**config.mk**
```make
export PLATFORM = sky130hd
export DESIGN_NAME = csr_mmio_bridge
export DESIGN_NICKNAME = d
export VERILOG_FILES = /design/src/rtl/csr_mmio_bridge_pkg.sv /design/src/rtl/csr_mmio_bridge.sv
export SDC_FILE = /design/constraint.sdc
export NUM_CORES = 1
export LEC_CHECK = 0
export BUFFER_PORTS_ARGS = -buffer_cell sky130_fd_sc_hd__buf_2
export CORE_ASPECT_RATIO = 1.25
export CORE_MARGIN = 3
export CORE_UTILIZATION = 49
export DETAILED_ROUTE_END_ITERATION = 6
export HOLD_SLACK_MARGIN = 0.06
export PLACE_DENSITY_LB_ADDON = 0.15
export REMOVE_ABC_BUFFERS = 1
export SYNTH_ARGS = -nofsm -noshare
export SYNTH_HDL_FRONTEND = slang
export SYNTH_SLANG_ARGS = --single-unit
```
**constraint.sdc**
```tcl
create_clock -name clk -period 4.9 [get_ports clk]
set_input_delay 0.245 -clock clk [delete_from_list [all_inputs] [get_ports clk]]
set_output_delay 0.245 -clock clk [all_outputs]
set_load 0.01 [all_outputs]
```
**src/rtl/csr_mmio_bridge_pkg.sv**
```systemverilog
// Shared definitions for the CSR MMIO bridge.
//   CSR_SPI_OFF  : word offset of the SPI data register (accesses are guarded)
//   CSR_WIN_BITS : log2 of the CSR window size in bytes
//   CSR_TAG_W    : request/result tag width carried in the result pipeline
//   csr_stage_t  : one result-pipeline entry {valid, isStore, err, tag}
package csr_mmio_bridge_pkg;

  localparam logic [6:0] CSR_SPI_OFF  = 7'd4;
  localparam int         CSR_WIN_BITS = 9;
  localparam int         CSR_TAG_W    = 6;
  localparam int         CSR_STAGES   = 4;

  typedef enum logic {IDLE, SPI_WAIT} csr_state_t;

  typedef struct packed {
    logic                 valid;
    logic                 isStore;
    logic                 err;
    logic [CSR_TAG_W-1:0] tag;
  } csr_stage_t;

  // Flush kills loads only; store acks must still come back.
  function automatic csr_stage_t csr_kill(input csr_stage_t s, input logic flush);
    csr_stage_t r;
    r = s;
    if (flush && !s.isStore) r.valid = 1'b0;
    return r;
  endfunction

endpackage

```
**src/rtl/csr_mmio_bridge.sv**
```systemverilog
// CSR MMIO bridge: load/store unit MMIO port -> control-register file.
// Ports:
//   clk, rst (async, active-low)
//   IN_flush                        : kill in-flight load results
//   IN_valid/OUT_ready              : request handshake (one per cycle)
//   IN_isStore/IN_addr/IN_data/IN_wmask/IN_tag : request fields
//   OUT_we/OUT_wm/OUT_writeAddr/OUT_data       : reg-file write port (we active-low)
//   OUT_re/OUT_readAddr/IN_csrData             : reg-file read port (re active-low)
//   IN_IO_busy                      : SPI shift in progress
//   OUT_resValid/OUT_resTag/OUT_resData/OUT_resErr : result, fixed latency 4
module csr_mmio_bridge
  import csr_mmio_bridge_pkg::*;
#(
  parameter logic [31:0] BASE  = 32'hFFFFFE00,
  parameter int          TAG_W = CSR_TAG_W
) (
  input  logic             clk,
  input  logic             rst,
  input  logic             IN_flush,
  input  logic             IN_valid,
  output logic             OUT_ready,
  input  logic             IN_isStore,
  input  logic [31:0]      IN_addr,
  input  logic [31:0]      IN_data,
  input  logic [3:0]       IN_wmask,
  input  logic [TAG_W-1:0] IN_tag,
  output logic             OUT_we,
  output logic [3:0]       OUT_wm,
  output logic [6:0]       OUT_writeAddr,
  output logic [31:0]      OUT_data,
  output logic             OUT_re,
  output logic [6:0]       OUT_readAddr,
  input  logic [31:0]      IN_csrData,
  input  logic             IN_IO_busy,
  output logic             OUT_resValid,
  output logic [TAG_W-1:0] OUT_resTag,
  output logic [31:0]      OUT_resData,
  output logic             OUT_resErr
);

  // ---------------- decode ----------------
  logic       hit, spi_hit, acc;
  logic [6:0] off;
  logic       unused_addr_lsb;

  assign hit     = IN_addr[31:CSR_WIN_BITS] == BASE[31:CSR_WIN_BITS];
  assign off     = IN_addr[CSR_WIN_BITS-1:2];
  assign spi_hit = hit && (off == CSR_SPI_OFF);
  assign acc     = IN_valid && OUT_ready;
  assign unused_addr_lsb = ^IN_addr[1:0];

  // ---------------- SPI guard FSM ----------------
  csr_state_t state, state_nxt;
  logic [1:0] guard, guard_nxt;
  logic       spi_clear;

  // Exit condition is evaluated combinationally so the very cycle busy drops
  // can already accept the next SPI access.
  assign spi_clear = (guard == 2'd0) && !IN_IO_busy;

  always_ff @(posedge clk or negedge rst) begin
    if (!rst) begin
      state <= IDLE;
      guard <= 2'd0;
    end else begin
      state <= state_nxt;
      guard <= guard_nxt;
    end
  end

  always_comb begin
    state_nxt = state;
    guard_nxt = guard;
    case (state)
      IDLE: ;
      SPI_WAIT: begin
        if (guard != 2'd0) guard_nxt = guard - 2'd1;
        if (spi_clear)     state_nxt = IDLE;
      end
      default: state_nxt = IDLE;
    endcase
    // Guard covers the lag between the write and IN_IO_busy rising.
    if (acc && IN_isStore && spi_hit) begin
      state_nxt = SPI_WAIT;
      guard_nxt = 2'd2;
    end
  end

  always_comb begin
    OUT_ready = 1'b1;
    if (state == SPI_WAIT && spi_hit && !spi_clear) OUT_ready = 1'b0;
  end

  // ---------------- S1: register-file port ----------------
  always_ff @(posedge clk or negedge rst) begin
    if (!rst) begin
      OUT_re        <= 1'b1;
      OUT_we        <= 1'b1;
      OUT_readAddr  <= '0;
      OUT_writeAddr <= '0;
      OUT_wm        <= '0;
      OUT_data      <= '0;
    end else begin
      // Flush is deliberately ignored here: a killed read is harmless.
      OUT_re <= !(acc && hit && !IN_isStore);
      OUT_we <= !(acc && hit &&  IN_isStore);
      if (acc && hit && !IN_isStore) OUT_readAddr <= off;
      if (acc && hit && IN_isStore) begin
        OUT_writeAddr <= off;
        OUT_wm        <= IN_wmask;
        OUT_data      <= IN_data;
      end
    end
  end

  // ---------------- result pipeline ----------------
  csr_stage_t pipe [CSR_STAGES];
  csr_stage_t s_in, s2_nxt;
  logic [31:0] res_data;
  logic        unused_last_st;

  always_comb begin
    s_in         = '0;
    s_in.valid   = acc;
    s_in.isStore = IN_isStore;
    s_in.err     = !hit;
    s_in.tag     = IN_tag;
  end

  assign s2_nxt = csr_kill(pipe[2], IN_flush);

  always_ff @(posedge clk or negedge rst) begin
    if (!rst) begin
      for (int i = 0; i < CSR_STAGES; i++) pipe[i] <= '0;
      res_data <= '0;
    end else begin
      pipe[0] <= csr_kill(s_in, IN_flush);
      for (int i = 1; i < CSR_STAGES; i++) pipe[i] <= csr_kill(pipe[i-1], IN_flush);
      // Reg-file data for the request in stage 2 is valid at this edge.
      res_data <= (s2_nxt.valid && !s2_nxt.isStore && !s2_nxt.err) ? IN_csrData : 32'd0;
    end
  end

  assign OUT_resValid   = pipe[CSR_STAGES-1].valid;
  assign OUT_resTag     = pipe[CSR_STAGES-1].tag;
  assign OUT_resErr     = pipe[CSR_STAGES-1].valid & pipe[CSR_STAGES-1].err;
  assign OUT_resData    = res_data;
  assign unused_last_st = pipe[CSR_STAGES-1].isStore;

endmodule
```
==> results.toml, run 1 <==
[placed_design]
gp_congestion = 0.758
io_buffer_count = 202
detailed_place_hpwl_mm = 6.20
place_area_sq_um = 5270

[critical_path]
startpoint_type = "input pin"
crit_arrival_ns = 2.47
worstSetupEndpointType = "primary output"
worst-setup-path-type = "input pin to primary output"
critPathMaxFanout = 7
critPathRequiredTime_ns = 4.66
reg2reg_depth = 6

[pwr]
power_per_cell_area_nw_per_um2 = 355
vdd_drop_max_v = 0.000275
p_leak_nw = 3.68

[floorplan]
io_pins = 205
die-area_sq_um = 9800
die_w_um = 89.2
dieHeight_um = 110
start_util_pct = 50.8
rows = 37
core_area_sq_um = 8330

[hold_path]
hold_path_depth = 3
hold_class = "input pin to flip-flop"

[cells_and_area]
antennaDiodeCount = 0
layout_commonest_cell = "buf_2"
final_util_pct = 80.6
drive_gt1_share_pct = 51.9
syn2layout_area_growth_pct = 58.5
nFillCells = 482
fin_nets = 665
layout_common_cells = "buf_2, dfrtp_1, dlygate4sd3_1"
design_area_sq_um = 6710

[global_route]
grt_pass1_vias = 3431
grt_pass1_wl_mm = 16.2
grt_max_degree = 76
track_usage_pct = 22.7
grt-ovfl-total = 0
antenna_found_initial = 0

[timing]
finalClockSkew_ns = 0.00851
setup_tns_ns = 0
grt_setup_unrepaired = "no"
max_slew_margin_pct = 41.0
finalHoldViolations = 0
fmax_mhz = 368
fin_crit_ns = 2.72
setup_viol = 0
final_max_slew_viol_count = 0
fin_crit_sh_pct = 55.4
worst_pin_slew_ns = 0.885

[cts]
insertion_delay_ns = 0.50
ctsResizeCount = 0
post_cts_buffers = 0
clkSinkCount = 122
h-tree-depth = 4
root_buffer = "clkbuf_8"
cts_made_buffers = 17
clk_pin_slew_ns = 0.06
cts.path.max_buffers = 2
cts_tree = "yes"

[synthesis]
synth_cell_types = 31
synth-xor-area-share_pct = 0.207
syn_area_per_cell_sq_um = 16.4
synth-seq-cells = 122
synth-compound-area-share_pct = 1.42
synth_warnings = 0
synth_top_family_by_area = "multiplexers"
yosysSeqAreaShare_pct = 72.1
synth_cells = 259
synth-simple-area-share_pct = 9.54
synth_area_sq_um = 4240
synth_fa_ha_area_share_pct = 0.295
synthMuxAreaShare_pct = 13.3

[route]
first_iter_violations = 78
first_pass_iters = 4
vias_per_cell = 4.70
vias = 3112
wl_per_cell_um = 16.0
wl_mm = 10.6
post-route-drc-count = 0
antenna_left = 0

[outcome]
status = "finished, final reports clean"

[run]
cap_violations = 0
==> flip-flops by register name, indices dropped and copies added (netlist names) <==
name           cells
OUT_resValid       1
OUT_wm             4
state              1
OUT_we             1
pipe              28
guard              2
OUT_readAddr       7
OUT_data          32
OUT_writeAddr      7
OUT_re             1
OUT_resData       32
OUT_resTag         6
==> repair_timing <==
action	CTS	global route
hold endpoints to repair	163	0
hold buffers	84	0
endpoints found under the setup margin	0	0
==> synthesized netlist by cell type <==
cell,n,share of area [%]
dfrtp_1,120,71
mux2_2,48,13
and2_1,34,5.0
nand4_1,7,1.0
buf_4,6,1.1
buf_6,4,1.1
inv_1,4,0.35
o21a_1,4,0.71
clkbuf_1,3,0.27
nand2_1,3,0.27
dfstp_2,2,1.2
mux2_1,2,0.53
nand3_1,2,0.24
nor2b_1,2,0.30
o21ai_0,2,0.24
and2b_2,1,0.21
buf_8,1,0.35
ha_1,1,0.30
nand2b_1,1,0.15
nand4_2,1,0.30
nand4_4,1,0.50
nand4bb_1,1,0.27
nor2_1,1,0.089
nor3_1,1,0.12
nor3b_1,1,0.18
nor4_4,1,0.50
o221a_2,1,0.27
o2bb2ai_1,1,0.21
or2_2,1,0.15
or4b_1,1,0.24
xnor2_1,1,0.21
==> logic make-up (layout without fill, tap and decap cells) <==
family / Yosys count / after routing
buffers and inverters: 18 / 324
and+or+nand+nor: 59 / 59
DFF: 122 / 122
adders and majority gates: 1 / 1
AOI/OAI and AO/OA: 8 / 8
xor gates and xnor gates: 1 / 1
muxes: 50 / 50
==> stage by stage <==
| step | power (mW) | cells | hold WS [ns] | setup WS (ns) |
|---|---|---|---|---|
| 2_1_floorplan | 1.05 | 245 | -0.0506 | 2.75 |
| 6_report | 2.38 | 662 | 0.112 | 2.18 |
| 3_5_place_dp | 1.12 | 546 | 0.335 | 2.31 |
| 4_1_cts | 2.40 | 662 | 0.0946 | 2.20 |
| 3_3_place_gp | 1.12 | 546 | 0.332 | 2.36 |
| 5_1_grt | 2.46 | 662 | 0.107 | 2.07 |
==> worst max-delay path: stages <==
cell	delay, ns
dlygate4sd3_1	0.54
buf_2	0.14
or4b_1	0.56
nand4bb_1	0.44
or2_2	0.40
buf_2	0.14
==> cell type report <==
cell class | count | area, sq um | share of cell area (%)
repair buffers | 288 | 1870 | 27.8
multi-input cells | 119 | 1050 | 15.7
inverters | 4 | 15.0 | 0.224
clock buffers | 18 | 428 | 6.37
clock inverters | 14 | 170 | 2.53
flip-flops and latches | 122 | 3060 | 45.5
well taps | 97 | 121 | 1.81
==> path summary, 6_finish.rpt <==
check                      startpoint       endpoint  slack [ns]
setup / recovery           IN_addr[7]      OUT_ready        2.18
hold / removal             IN_IO_busy          state        0.11
setup reg to reg             guard[0]    OUT_data[6]        2.48
hold reg to reg              pipe[11]  OUT_resTag[2]        0.34
max in group asynchronous         rst    OUT_data[3]        3.31
min in group asynchronous         rst       pipe[13]        0.43
==> per-layer routing <==
metal,GRT usage [%],vias up,wire (um)
li1,-,1461,-
met1,21.4,1511,3450
met2,43.4,126,6270
met3,7.50,14,641
met4,9.26,0,197
met5,0,-,0
==> power by group <==
group	total, mW	internal [mW]	switching, mW	leakage, nW
Clock	1.22	0.790	0.435	0.295
Combinational	0.131	0.0808	0.0500	1.78
Sequential	1.03	1.02	0.00368	1.61
Note: power is estimated with default switching activity, not from simulation.
==> inputs of run 2 (changes only) <==
--- a/config.mk
+++ b/config.mk
@@ -8,7 +8,7 @@
 export BUFFER_PORTS_ARGS = -buffer_cell sky130_fd_sc_hd__buf_2
 export CORE_ASPECT_RATIO = 1.25
 export CORE_MARGIN = 3
-export CORE_UTILIZATION = 49
+export CORE_UTILIZATION = 41
 export DETAILED_ROUTE_END_ITERATION = 6
 export HOLD_SLACK_MARGIN = 0.06
 export PLACE_DENSITY_LB_ADDON = 0.15
==> constraint.sdc (replaced) <==
create_clock -name clk -period 2.4 [get_ports clk]
set_input_delay 0.12 -clock clk [delete_from_list [all_inputs] [get_ports clk]]
set_output_delay 0.12 -clock clk [all_outputs]
set_load 0.01 [all_outputs]
==> results.toml, run 2 (synthesis results as in run 1) <==
[cells_and_area]
nFillCells = 693
layout_common_cells = "buf_2, dfrtp_1, dlygate4sd3_1"
syn2layout_area_growth_pct = 62.8
layout_commonest_cell = "buf_2"
final_cells = 697
drive_gt1_share_pct = 52.4
fin_nets = 671
antennaDiodeCount = 0

[critical_path]
worst-setup-path-type = "input pin to primary output"
crit_top_cell = "buf_2"
critPathMaxFanout = 6
cpPeakStageDelay_ns = 0.58
crit_arrival_ns = 2.24
cp_cell_sequence = "dlygate4sd3_1 > buf_2 > or4b_1 > nand4bb_4 > buf_4 > or2_2 > buf_2"
r2r_start = "guard[0]"
critical_path.startpoint = "IN_addr[7]"
cp_slowest_cell = "or4b_1"
critPathRequiredTime_ns = 2.28
r2r_setup_slack_ns = 0.57
startpoint_type = "input pin"
worstSetupEndpointType = "primary output"

[timing]
final_max_slew_viol_count = 0
finalHoldViolations = 0
hold_ws_ns = 0.0881
setup_tns_ns = 0
setup_viol = 0
worst_pin_slew_ns = 0.546
fmax_mhz = 423
worst_slack_ns = 0.0377
fin_crit_sh_pct = 98.4
finalClockSkew_ns = 0.00754
fin_crit_ns = 2.36
max_slew_margin_pct = 63.6

[pwr]
power_frac_comb_pct = 5.3
power_per_cell_area_nw_per_um2 = 743
internal_power_mw = 4.13
p_sw_uw = 992
switching_share_pct = 19.4
p_leak_nw = 3.75
power_frac_seq_pct = 40.9
vdd_drop_max_v = 0.000606
p_clk_share_pct = 53.8

[route]
first_pass_iters = 4
vias_per_cell = 4.45
wl_met3_um = 625
dr_wl_met2_mm = 5.60
m1WireLength_mm = 3.67
vias = 3104
wl_per_cell_um = 14.5
antenna_left = 0
top_layer = "met4"
wl_mm = 10.1
first_iter_violations = 40
post-route-drc-count = 0

[floorplan]
die-area_sq_um = 11600
dieHeight_um = 120
core_area_sq_um = 9860
rows = 40
io_pins = 205
die_w_um = 96.9
start_util_pct = 43.0

[global_route]
grt-ovfl-total = 0
antenna_found_initial = 0
grt_pass1_vias = 3380
track_usage_pct = 18.2
grt_max_degree = 45
grt_pass1_wl_mm = 16.5

[cts]
post_cts_buffers = 0
root_buffer = "clkbuf_16"
cts.path.max_buffers = 2
clk_pin_slew_ns = 0.05
h-tree-depth = 4
cts_tree = "yes"
cts_made_buffers = 17
insertion_delay_ns = 0.40
clkSinkCount = 122

[hold_path]
hp-start = "IN_addr[23]"
hold_class = "input pin to flip-flop"

[placed_design]
gp_congestion = 0.796
place_ws_ns = 0.350
dp.cells = 580
io_buffer_count = 202
detailed_place_hpwl_mm = 6.61

[outcome]
status = "finished, final reports clean"

[run]
cap_violations = 0
## run 2: metal layers
layer	GRT usage (%)	up-vias
met1	19.2	1480
met2	33.3	130
li1	-	1477
met3	6.10	17
met5	0	-
met4	7.46	0
## run 2: final timing paths
path	cells after the start	to
max	7	OUT_ready
min	4	OUT_we
max reg2reg	7	OUT_data[28]
min reg2reg	0	pipe[10]
max in group asynchronous	3	OUT_re
min in group asynchronous	2	OUT_resTag[3]
## run 2: per-stage QoR
step | utilization (%) | cell area [sq um] | power, mW
after floorplan | - | 4120 | 2.15
after global placement | 54.5 | 5370 | 2.29
after detailed placement | 54.5 | 5370 | 2.29
after CTS | 69.8 | 6880 | 5.18
after global routing | 69.9 | 6900 | 5.33
final | 69.9 | 6900 | 5.12
## run 2: power groups by stage
stage               Sequential (mW)  Combinational [mW]  Clock [mW]
CTS                            2.09               0.273        2.82
finish                         2.09               0.272        2.76
global placement               2.13               0.161           0
floorplan                      2.13              0.0144           0
detailed placement             2.13               0.164           0
global route                   2.09               0.300        2.94
## run 2: area by class of cell
cell class	instances	area, sq um	share of cell area, %
flip-flops and latches	122	3060	44.3
repair buffers	294	1940	28.2
multi-input cells	119	1070	15.5
clock buffers	18	439	6.37
clock inverters	14	216	3.14
well taps	126	158	2.29
inverters	4	15.0	0.218
## run 2: critical path: cells and delay by family
kind          cells  cell delay (ns)
simple gates      3             1.12
buf+inv           4             1.00
## run 2: timing repair
| action | CTS | global route |
|---|---|---|
| resized for setup | 0 | 1 |
| setup endpoints to repair | 0 | 1 |
| hold buffers | 85 | 0 |
| endpoints found under the hold margin | 133 | 0 |
